File: src/rtl/damage_sequencer_pkg.sv
// Shared definitions for the damage sequencer and the damage datapath's move decoder.
package damage_sequencer_pkg;

    localparam int STATE_W    = 4;
    localparam int TURN_CNT_W = 8;

    localparam logic [STATE_W-1:0] ST_IDLE   = 4'd0;
    localparam logic [STATE_W-1:0] ST_LATCH  = 4'd1;
    localparam logic [STATE_W-1:0] ST_CALC   = 4'd2;
    localparam logic [STATE_W-1:0] ST_COMMIT = 4'd3;
    localparam logic [STATE_W-1:0] ST_CHECK  = 4'd4;
    localparam logic [STATE_W-1:0] ST_DECR   = 4'd5;
    localparam logic [STATE_W-1:0] ST_DRAW   = 4'd6;
    localparam logic [STATE_W-1:0] ST_DONE   = 4'd7;
    localparam logic [STATE_W-1:0] ST_OVER   = 4'd8;
    localparam logic [STATE_W-1:0] ST_FAULT  = 4'd9;

    typedef enum logic [STATE_W-1:0] {
        S_IDLE   = ST_IDLE,
        S_LATCH  = ST_LATCH,
        S_CALC   = ST_CALC,
        S_COMMIT = ST_COMMIT,
        S_CHECK  = ST_CHECK,
        S_DECR   = ST_DECR,
        S_DRAW   = ST_DRAW,
        S_DONE   = ST_DONE,
        S_OVER   = ST_OVER,
        S_FAULT  = ST_FAULT
    } state_t;

    localparam logic [2:0] MV_NONE = 3'b000;
    localparam logic [2:0] MV_QA   = 3'b001;
    localparam logic [2:0] MV_TB   = 3'b010;
    localparam logic [2:0] MV_VT   = 3'b100;

    function automatic logic is_legal_move(input logic [2:0] mv);
        return (mv == MV_QA) || (mv == MV_TB) || (mv == MV_VT);
    endfunction

endpackage

File: src/rtl/damage_sequencer_wait_timer.sv
// Handshake wait counter shared by the DECR and DRAW states.
module damage_sequencer_wait_timer #(
    parameter int WAIT_LIMIT = 4095,
    parameter int WAIT_W     = 12
) (
    input  logic clock,
    input  logic reset,
    input  logic i_clear,
    input  logic i_incr,
    output logic o_at_limit
);

    logic [WAIT_W-1:0] r_count;

    always_ff @(posedge clock) begin
        if (!reset) begin
            r_count <= '0;
        end else if (i_clear) begin
            r_count <= '0;
        end else if (i_incr) begin
            r_count <= r_count + 1'b1;
        end
    end

    // High when one more increment would reach WAIT_LIMIT.
    assign o_at_limit = (r_count == WAIT_W'(WAIT_LIMIT - 1));

endmodule

File: src/rtl/damage_sequencer.sv
// Turn-level sequencer driving the five datapath enables in fixed order for each accepted attack.
module damage_sequencer
    import damage_sequencer_pkg::*;
#(
    parameter int WAIT_LIMIT = 4095,
    parameter int WAIT_W     = 12
) (
    input  logic                  clock,
    input  logic                  reset,
    input  logic                  i_move_valid,
    input  logic [2:0]            i_move_sel,
    input  logic                  i_done_decrement,
    input  logic                  i_done_damage,
    input  logic                  i_game_over,
    output logic [2:0]            o_attack_code,
    output logic                  o_enable_DMG_reg,
    output logic                  o_enable_DMG_calc,
    output logic                  o_enable_HP_calc,
    output logic                  o_enable_decrement_control,
    output logic                  o_enable_draw_decrease,
    output logic                  o_move_ready,
    output logic                  o_turn_done,
    output logic                  o_bad_move,
    output logic                  o_battle_over,
    output logic                  o_fault,
    output logic [TURN_CNT_W-1:0] o_turn_count
);

    state_t r_state;
    state_t w_next;
    logic   r_ko_flag;
    logic   w_accept;
    logic   w_reject;
    logic   w_clear;
    logic   w_incr;
    logic   w_at_limit;

    damage_sequencer_wait_timer #(
        .WAIT_LIMIT (WAIT_LIMIT),
        .WAIT_W     (WAIT_W)
    ) u_wait_timer (
        .clock      (clock),
        .reset      (reset),
        .i_clear    (w_clear),
        .i_incr     (w_incr),
        .o_at_limit (w_at_limit)
    );

    always_ff @(posedge clock) begin
        if (!reset) begin
            r_state <= S_IDLE;
        end else begin
            r_state <= w_next;
        end
    end

    // A done input takes priority over the timeout in the same cycle.
    always_comb begin
        w_next   = r_state;
        w_accept = 1'b0;
        w_reject = 1'b0;
        w_clear  = 1'b0;
        w_incr   = 1'b0;
        case (r_state)
            S_IDLE: begin
                if (i_move_valid) begin
                    if (is_legal_move(i_move_sel)) begin
                        w_accept = 1'b1;
                        w_next   = S_LATCH;
                    end else begin
                        w_reject = 1'b1;
                    end
                end
            end
            S_LATCH:  w_next = S_CALC;
            S_CALC:   w_next = S_COMMIT;
            S_COMMIT: w_next = S_CHECK;
            S_CHECK: begin
                w_clear = 1'b1;
                w_next  = S_DECR;
            end
            S_DECR: begin
                if (i_done_decrement) begin
                    w_clear = 1'b1;
                    w_next  = S_DRAW;
                end else begin
                    w_incr = 1'b1;
                    if (w_at_limit) w_next = S_FAULT;
                end
            end
            S_DRAW: begin
                if (i_done_damage) begin
                    w_next = r_ko_flag ? S_OVER : S_DONE;
                end else begin
                    w_incr = 1'b1;
                    if (w_at_limit) w_next = S_FAULT;
                end
            end
            S_DONE:  w_next = S_IDLE;
            S_OVER:  w_next = S_OVER;
            S_FAULT: w_next = S_FAULT;
            default: w_next = S_IDLE;
        endcase
    end

    // Outputs are registered from the next state so they line up with the state itself.
    always_ff @(posedge clock) begin
        if (!reset) begin
            o_attack_code              <= MV_NONE;
            o_enable_DMG_reg           <= 1'b0;
            o_enable_DMG_calc          <= 1'b0;
            o_enable_HP_calc           <= 1'b0;
            o_enable_decrement_control <= 1'b0;
            o_enable_draw_decrease     <= 1'b0;
            o_move_ready               <= 1'b1;
            o_turn_done                <= 1'b0;
            o_bad_move                 <= 1'b0;
            o_battle_over              <= 1'b0;
            o_fault                    <= 1'b0;
            o_turn_count               <= '0;
            r_ko_flag                  <= 1'b0;
        end else begin
            if (w_accept) o_attack_code <= i_move_sel;
            o_enable_DMG_reg           <= (w_next == S_LATCH);
            o_enable_DMG_calc          <= (w_next == S_CALC);
            o_enable_HP_calc           <= (w_next == S_COMMIT);
            o_enable_decrement_control <= (w_next == S_DECR);
            o_enable_draw_decrease     <= (w_next == S_DRAW);
            o_move_ready               <= (w_next == S_IDLE);
            o_turn_done                <= (w_next == S_DONE);
            o_bad_move                 <= w_reject;
            if (w_next == S_OVER)  o_battle_over <= 1'b1;
            if (w_next == S_FAULT) o_fault       <= 1'b1;
            if (r_state == S_CHECK) r_ko_flag <= i_game_over;
            if ((w_next == S_DONE) && (o_turn_count != {TURN_CNT_W{1'b1}})) begin
                o_turn_count <= o_turn_count + 1'b1;
            end
        end
    end

endmodule
File: config.mk
export PLATFORM = sky130hd
export DESIGN_NAME = damage_sequencer
export DESIGN_NICKNAME = d
export VERILOG_FILES = /design/src/rtl/damage_sequencer_pkg.sv /design/src/rtl/damage_sequencer_wait_timer.sv /design/src/rtl/damage_sequencer.sv
export SDC_FILE = /design/constraint.sdc
export NUM_CORES = 1
export LEC_CHECK = 0
export CAP_MARGIN = 20
export CELL_PAD_IN_SITES_DETAIL_PLACEMENT = 1
export CELL_PAD_IN_SITES_GLOBAL_PLACEMENT = 1
export CORE_ASPECT_RATIO = 0.9
export CORE_UTILIZATION = 43
export DETAILED_ROUTE_END_ITERATION = 8
export GPL_ROUTABILITY_DRIVEN = 0
export PLACE_DENSITY_LB_ADDON = 0.1
export SLEW_MARGIN = 20
export SYNTH_ARGS = -nofsm -noshare
export SYNTH_HDL_FRONTEND = slang
export SYNTH_SLANG_ARGS = --single-unit
File: constraint.sdc
create_clock -name clock -period 3.35 [get_ports clock]
set_clock_uncertainty 0.05 [all_clocks]
set_input_delay 0.67 -clock clock [delete_from_list [all_inputs] [get_ports clock]]
set_output_delay 0.67 -clock clock [all_outputs]
set_load 0.05 [all_outputs]
# Word level (Yosys, flattened, before mapping)
# Cells that the tools add are included.
[classes] add_sub_neg=2 n_mul=0 div=0 n_lt_le_gt_ge=0 eq_ne=21 n_shift=0 mux=16 n_bitwise=1 reduce_logical=7
[op_table] operator="case mux 4 bit (9 select lines)" count=1
[op_table] operator="== test 4 x 3 -> 1 bit (second input constant)" count=6
[op_table] operator="2-to-1 mux 4 bit" count=6
[op_table] operator="== test 4 x 2 -> 1 bit (second input constant)" count=4
[op_table] operator="== test 4 bit (second input constant)" count=4
[op_table] operator="adder 12 x 1 -> 12 bit (second input constant)" count=1
[op_table] operator="== test 12 bit (second input constant)" count=1
[op_table] operator="adder 8 x 1 -> 8 bit (second input constant)" count=1
[op_table] operator="== test 4 x 1 -> 1 bit (second input constant)" count=2
[op_table] operator="logical NOT 4 bit" count=2
[op_table] operator="inequality test 8 bit (second input constant)" count=1
[op_table] operator="2-to-1 mux 1 bit" count=7
[op_table] operator="case mux 1 bit (2 select lines)" count=2
[op_table] operator="== test 3 x 1 -> 1 bit (second input constant)" count=1
[op_table] operator="== test 3 x 2 -> 1 bit (second input constant)" count=1
[op_table] operator="== test 3 bit (second input constant)" count=1
[op_table] operator="AND reduction 3 bit" count=1
[op_table] operator="logical OR 1 bit" count=2
[op_table] operator="OR reduction 2 bit" count=1
[op_table] operator="logical AND 1 bit" count=1
[op_table] operator="inverter 1 bit" count=1
[totals] regBits=38 latch_bits=0 ramBits=0 rom_bits=0 output_inout_bits=21 word_cells=62 n_memories=0

# Logic depth before layout (Yosys ltp)
# Gate-level depths: netlist of the first run.
[depth] word_depth=8 ltp_mapped=7 depth_no_buf=7

# Cells and area by module
# Synthesis of the first run repeated with hierarchy kept, for this count alone.
[unflattened] cells_unflattened=207 area_unflattened_um2=1811.7
[modules_own_cells] mod="damage_sequencer" n_inst=1 cells_each=142 area_each_um2=1244.9 seq_area_each_um2=520.5
[modules_own_cells] mod="damage_sequencer_wait_timer" n_inst=1 cells_each=65 area_each_um2=566.8 seq_area_each_um2=240.2

# Least setup slack after synthesis of the first run
# No wires, ideal clock.
[synth_timing] path_kind="input to register" start="input i_move_sel[0]" end="register o_enable_draw_decrease" setup_ns=0.116 arrival_time_ns=1.712 slack_ns=1.471 stages=6 n_path_buf=1 cell_sequence="clkbuf_1 -> xor2_1 -> o2111ai_1 -> o2111ai_2 -> inv_1 -> and4_1"
[synth_between] elab_chain_len=7 word_cells_on_any_way=9
[synth_lines] element="from (decl)" line="damage_sequencer.sv:11" source="input logic [2:0] i_move_sel,"
[synth_lines] element="== test 3 x 1 -> 1 bit or == test 3 x 2 -> 1 bit (tied branches)" line="damage_sequencer_pkg.sv:37" source="return (mv == MV_QA) || (mv == MV_TB) || (mv == MV_VT);"
[synth_lines] element="logical OR 1 bit" line="damage_sequencer_pkg.sv:37"
[synth_lines] element="logical OR 1 bit (*)" line="damage_sequencer_pkg.sv:37"
[synth_lines] element="2-to-1 mux 4 bit (*)" line="damage_sequencer.sv:67" source="if (is_legal_move(i_move_sel)) begin"
[synth_lines] element="2-to-1 mux 4 bit (*)" line="damage_sequencer.sv:66" source="if (i_move_valid) begin"
[synth_lines] element="case mux 4 bit (9 select lines) (*)" line="damage_sequencer.sv:64" source="case (r_state)"
[synth_lines] element="== test 4 x 3 -> 1 bit (*)" line="damage_sequencer.sv:128" source="o_enable_draw_decrease <= (w_next == S_DRAW);"
[synth_lines] element="to (signal assigned)" line="damage_sequencer.sv:128"
[synth_lines] element="to (decl)" line="damage_sequencer.sv:20" source="output logic o_enable_draw_decrease,"
# Mark *: on every way between the ends. The rest lies on a longest branch, timed or not.
# A chain may end at the register's enable or synchronous reset.

# Worst setup path after layout of the first run
[layout_timing] start="input i_done_damage" end="register o_enable_draw_decrease"
[layout_between] elab_chain_len=3
[layout_lines] element="from (decl)" line="damage_sequencer.sv:13" source="input logic i_done_damage,"
[layout_lines] element="2-to-1 mux 4 bit" line="damage_sequencer.sv:92" source="if (i_done_damage) begin"
[layout_lines] element="case mux 4 bit (9 select lines)" line="damage_sequencer.sv:64"
[layout_lines] element="== test 4 x 3 -> 1 bit" line="damage_sequencer.sv:128"
# No other way between the ends.

==> run metrics, run 1 <==
fmax 425 MHz; ANT cells 0; crit-path cells clkdlybuf4s50_1 > nor3b_1 > o21ai_0 > o2111ai_2 > inv_1 > and4_1; largest family of logic cells by synthesized area simple AND/OR/NAND/NOR gates; Crit. Startpoint i_done_damage; worst flop-to-flop path startpoint r_state[1]$_SDFF_PN0_; grt met3 use under 10%; proportion of synthesized area in mux cells 1.05%; Slew Viols, Final 0; Post-Synth Simple-Gate Area 30.5%; PD cells 479 nW/um^2; GRT Total Usage 22.2%; cell leakage power 0.840 nW; placed insts a little under 300; H-tree depth 2; overall via count from detail_route between 1500 and 2000; max reg flops 12; Critical Path AT ~2.5 ns; Clock Tree Buf Depth 2; Syn Std Cell Area between 1500 and 2000 um^2; Crit Path Category primary input to register; Top FF cell, synth dfxtp_1; total core area between 4000 and 5000 um^2; post-synthesis sequential area ratio 39.7%; die area between 4000 and 5000 um^2; Critical-path top delay cell clkdlybuf4s50_1; Post-Syn Area per Cell 8.86 um^2; Worst EP required 3.49 ns; CTS tree built; Overflow after GRT 0; Post-CTS Resized 0; DR DRC count 0; met2 usage about two fifths; buffers added on ports 29; setup violators final 0; first-pass detailed-route iteration total 4; slowest stage delay, CP 0.49 ns; final critical-path share of the clock period between 70% and 80%; crit path launch type primary input; Slew headroom 62.2%; Yosys reg bits 38; Worst-Skew Late Latency ~0.29 ns; largest registers u_wait_timer.r_count (12), o_turn_count (8), r_state (4); Final Net Count between 200 and 300; Syn Nets approximately 230; layout cells sized above 1 roughly a tenth; Die Wd 72.3 um; family with the most delay on the worst path buffers and inverters; I/O Pins 30; final hold vios 0; crit path buf inv count 2; Post-synth EDFFs 0; DRT iter0 DRCs between 50 and 60; Setup TNS 0 ns; xor-xnor portion of the synthesized cell area 5.95%; critical path capture point type register; met1 usage ~27%; final instance area between 2000 and 2500 um^2; Place WS between 0.7 and 0.8 ns; post-synthesis adder-cell area fraction under 10%; ANT nets after route 0; status finished clean; Post CTS Setup Buffer Count 0; post-synth cell types 50; first-pass GRT wire length 8.07 mm; synth-to-layout area growth 23.5%; largest net degree at the start of global routing 19; minimum clock period 2.35 ns; Num CTS Buffers 5; busiest grt layer met2; synth warn 0; Initial Utilization roughly 46%; Die Y 65.3 um; clock sink count 38; hold_sp o_battle_over$_SDFFE_PN0N_; worst-margin pin slew 0.563 ns; DR vias/cell approximately 5.4; Yosys top cell area share about two fifths; HPWL after DPL 3.31 mm; WL/cell roughly 15 um; area leader, netlist dfxtp_1; dpl cell area 2220 um^2; ys async rst share 0%; Mapped Cells approximately 220; initial antenna violation count 0; CP Max Fanout 6; clock transition at the registers of the reported paths 0.07 ns; WL final approximately 4.7 mm; Max VDD drop between 0.3 and 0.4 mV; final cell count without fillers slightly above 300; hold_buf cts 0; vias in the first global route roughly 1700; CTS root buf clkbuf_8; top cells by area, synth dfxtp_1 40%, nor2_1 5.3%, xor2_1 4.1%; Hold Crit Class register to register; maxcap violations 0; RSZ-0062 raised after global routing false; Largest Register u_wait_timer.r_count; fin util between 50% and 60%; Reg2Reg Setup Slack between 1 and 1.5 ns; standard-cell rows 22; final setup margin 1.00 ns; post-synthesis compound-gate area fraction 15.8%
-- cells by family after synthesis --
kind of cell,Yosys count
and+or+nand+nor,99
AOI/OAI and AO/OA,43
DFF,38
buffers and inverters,18
xor gates and xnor gates,13
adders and majority gates,3
muxes,2
-- stage by stage --
step / power, mW / hold WS, ns
floorplan: 0.614 / 0.403
global placement: 0.657 / 0.402
detailed placement: 0.664 / 0.408
CTS: 1.15 / 0.426
global route: 1.18 / 0.440
finish: 1.13 / 0.422
-- cell type report --
| class | count | area (um^2) |
|---|---|---|
| multi-input cells | 160 | 1060 |
| clock inverters | 2 | 60.1 |
| well taps | 60 | 75.1 |
| clock buffers | 6 | 82.6 |
| inverters | 8 | 30.0 |
| repair buffers | 30 | 298 |
| flip-flops and latches | 38 | 761 |
| fillers | 497 | 1820 |
-- metal layers --
metal	wire length [um]	part of all wire (%)	vias to the layer above
met2	2270	49	28
met4	68	1.5	0
met3	168	3.6	8
met1	2180	46	784
li1	-	-	813
met5	0	0	-
-- worst paths after layout --
path	endpoint	cells past startpoint
max	o_enable_draw_decrease$_SDFF_PN0_	6
min	o_battle_over$_SDFFE_PN0N_	1
max reg2reg	o_enable_draw_decrease$_SDFF_PN0_	5
min reg2reg	o_battle_over$_SDFFE_PN0N_	1
-- layout by cell type (no fill, tap or decap), drive strengths merged, types with 5 or more instances in the layout --
master / netlist / routed
nor2: 27 / 27
xor2: 9 / 9
dfxtp: 38 / 38
o21ai: 9 / 9
a21oi: 15 / 15
and2: 5 / 5
clkdlybuf4s50: 0 / 29
or3: 6 / 6
inv: 7 / 7
nand3: 12 / 12
nand2: 13 / 13
clkbuf: 4 / 6
nor2b: 7 / 7
-- cells in the mapped netlist (all sizes together), types with 3 or more instances --
cell     n
nand2b   4
xor2     9
nand4    4
nand2   13
and2     5
dfxtp   38
clkbuf   4
ha       3
inv      7
nand3   12
xnor2    4
buf      6
nor3     4
and4     4
a211oi   3
nor2    27
nor3b    3
nor2b    7
a21oi   15
o21ai    9
or3      6
-- power breakdown --
group	internal, mW	leakage (nW)	total [mW]	switching [mW]
combinational	0.0671	0.462	0.170	0.103
clock	0.318	0.0714	0.478	0.160
sequential	0.466	0.307	0.485	0.0192
total	0.850	0.840	1.13	0.282
-- worst register-to-register path, cell delays in order, from the launching register on --
cell	delay, ns
dfxtp_1	0.62
nor3b_1	0.36
o21ai_0	0.18
o2111ai_2	0.41
inv_1	0.18
and4_1	0.23
No activity file was read; power rests on OpenSTA's default activity.
==> run 2, diff against run 1 <==
CORE_UTILIZATION = 36   (was 43)
clock period = 2 ns   (was 3.35 ns; I/O delays follow)
==> run metrics, run 2 (same netlist as run 1, synthesis figures left out) <==
standard-cell rows 24 (was 22); met1 usage 27.9% (was 27.3%); dpl cell area 2410 um^2 (was 2220 um^2); internal cell power 1.34 mW (was 0.850 mW); buffers added on ports 29 (unchanged); Crit Path Category register to primary output (was primary input to register); busiest grt layer met1 (was met2); Largest Register u_wait_timer.r_count (unchanged); most common cell after layout, fill and taps aside dfxtp_1 (unchanged); Critical Path AT 1.48 ns (was 2.49 ns); final instance area 2530 um^2 (was 2360 um^2); Clock Tree Buf Depth 2 (unchanged); most frequent cells in the layout 38 x dfxtp_1, 29 x buf_4, 27 x nor2_1 (was 38 x dfxtp_1, 29 x clkdlybuf4s50_1, 27 x nor2_1); GRT Total Usage 18.6% (was 22.2%); Post CTS Setup Buffer Count 0 (unchanged); fmax slightly above 500 MHz; ANT cells 0 (unchanged); sw power 0.481 mW (was 0.282 mW); Max VDD drop 0.361 mV (was 0.335 mV); Final Net Count 279 (was 255); DR vias/cell 5.09 (was 5.37); H-tree depth 2 (unchanged); Hold Path Stages 1 (unchanged); Initial Utilization 38.4% (was 45.8%); CP Max Fanout 4 (was 6); Flop pwr share 44.3% (was 42.8%); worst-margin pin slew 0.516 ns (was 0.563 ns); ANT nets after route 0 (unchanged); DRT iter0 DRCs 61 (was 59); clock transition at the registers of the reported paths 0.07 ns (about the same); largest registers u_wait_timer.r_count (12), o_turn_count (8), r_state (4) (unchanged); CTS tree built (unchanged); Critical-path top delay cell clkdlybuf4s50_1 (unchanged); crit-path cells clkdlybuf4s50_1 (was clkdlybuf4s50_1 > nor3b_1 > o21ai_0 > o2111ai_2 > inv_1 > and4_1); family with the most delay on the worst path buffers and inverters (unchanged); cell count of the worst reg-to-reg path 7 (was 5); cell leakage power 0.967 nW (was 0.840 nW); DR DRC count 0 (unchanged); WL/cell 14.4 um (was 15.4 um); largest net degree at the start of global routing 19 (unchanged); Slew Viols, Final 0 (unchanged); minimum clock period about 1.9 ns; Worst Hold End o_battle_over$_SDFFE_PN0N_ (unchanged); final critical-path share of the clock period between 90 and 100%; Num CTS Buffers 5 (unchanged); status finished clean (unchanged); Hold Crit Class register to register (unchanged); synth-to-layout area growth 32.2% (was 23.5%); filler instances 618 (was 497); CTS root buf clkbuf_8 (unchanged); Slew headroom 65.8% (was 62.2%); Worst EP required 1.55 ns (was 3.49 ns); hold_sp o_battle_over$_SDFFE_PN0N_ (unchanged); Place WS -0.215 ns (was 0.734 ns); clock network power share 36.5% (was 42.2%); switch share 26.4% (was 24.9%); final hold vios 0 (unchanged); RSZ-0062 raised after global routing false (unchanged); initial antenna violation count 0 (unchanged); Reg2Reg Setup Slack 0.12 ns (was 1.22 ns); logic gate share of total power 19.2% (was 15.0%); worst flop-to-flop path startpoint u_wait_timer.r_count[0]$_SDFFE_PP0P_ (was r_state[1]$_SDFF_PN0_); met2 usage 26.8% (was 38.2%); crit path buf inv count 1 (was 2); Die Wd 78.9 um (was 72.3 um); vias in the first global route 1771 (was 1676); crit path launch type register (was primary input); clock sink count 38 (unchanged); Overflow after GRT 0 (unchanged); final setup margin 0.0657 ns (was 1.00 ns); max reg flops 12 (unchanged); maxcap violations 0 (unchanged); HPWL after DPL 3.44 mm (was 3.31 mm); PD cells 718 nW/um^2 (was 479 nW/um^2); WL final 4.77 mm (was 4.69 mm); layout cells sized above 1 21.0% (was 10.2%); Worst-Skew Late Latency 0.28 ns (was 0.29 ns); grt met3 use 3.48% (was 4.75%); first-pass GRT wire length 8.23 mm (was 8.07 mm); die area 5610 um^2 (was 4720 um^2); critical path capture point type primary output (was register); Hold WS 0.423 ns (was 0.422 ns); slowest stage delay, CP 0.82 ns (was 0.49 ns); total core area 4980 um^2 (was 4180 um^2); overall via count from detail_route 1689 (was 1633); Die Y 71.2 um (was 65.3 um); reg-to-reg endpoint o_enable_HP_calc$_SDFF_PN0_ (was o_enable_draw_decrease$_SDFF_PN0_); first-pass detailed-route iteration total 4 (unchanged); I/O Pins 30 (unchanged); setup violators final 0 (unchanged)
[run 2: cell count changes in the layout (fill, tap and decap cells not counted)]
cell	previous run	this run
inv_1	7	6
buf_4	1	29
bufinv_16	2	1
inv_2	0	1
buf_12	0	1
nor3b_2	0	1
o2111ai_1	1	0
o2111ai_2	1	2
dlygate4sd2_1	0	1
clkdlybuf4s50_1	29	23
nor3b_1	3	2
[run 2: timing repair]
action	4_1_cts	5_1_grt
hold buffers	0	0
endpoints found under the setup margin	1	7
pin swaps	0	0
gates cloned	0	0
gates resized for setup	1	3
[run 2: layer usage]
| metal | vias up | share of wire [%] |
|---|---|---|
| li1 | 869 | - |
| met1 | 791 | 55 |
| met2 | 24 | 41 |
| met3 | 5 | 3.1 |
| met4 | 0 | 1.1 |
| met5 | - | 0 |
[run 2: worst max path at each step]
stage | from | endpoint | slack, ns | cells past startpoint
5_1_grt | u_wait_timer.r_count[0]$_SDFFE_PP0P_ | o_enable_HP_calc$_SDFF_PN0_ | 0.01 | 7
6_report | o_turn_count[1]$_SDFFE_PN0P_ | o_turn_count[1] | 0.07 | 1
2_1_floorplan | o_turn_count[0]$_SDFFE_PN0P_ | o_turn_count[7]$_SDFFE_PN0P_ | 0.17 | 6
3_5_place_dp | i_done_damage | o_enable_draw_decrease$_SDFF_PN0_ | -0.22 | 6
3_3_place_gp | i_done_damage | o_enable_DMG_reg$_SDFF_PN0_ | -0.18 | 6
4_1_cts | o_turn_count[1]$_SDFFE_PN0P_ | o_turn_count[1] | 0.05 | 1
[run 2: layout make-up]
class                      instances  area, um^2  area share, %
inverter                           8        30.0           1.19
timing repair buffer              54         477           18.8
multi-input combinational        160        1070           42.3
clock inverter                     1        30.0           1.19
clock buffer                       6        82.6           3.26
tap                               65        81.3           3.21
sequential                        38         761           30.1
[run 2: through the flow]
stage          TNS, ns  total power [mW]  instances  util [%]
2_1_floorplan        0              1.03        216         -
3_3_place_gp     -2.15              1.16        325      48.3
3_5_place_dp     -2.84              1.16        325      48.3
4_1_cts              0              1.83        332      50.6
5_1_grt              0              1.90        332      50.8
6_report             0              1.82        332      50.8
[run 2: power groups by stage]
stage	sequential (mW)	clock (mW)	combinational, mW
finish	0.805	0.664	0.349
global placement	0.822	0	0.341
CTS	0.804	0.683	0.345
global route	0.808	0.721	0.374
floorplan	0.868	0	0.160
detailed placement	0.821	0	0.343
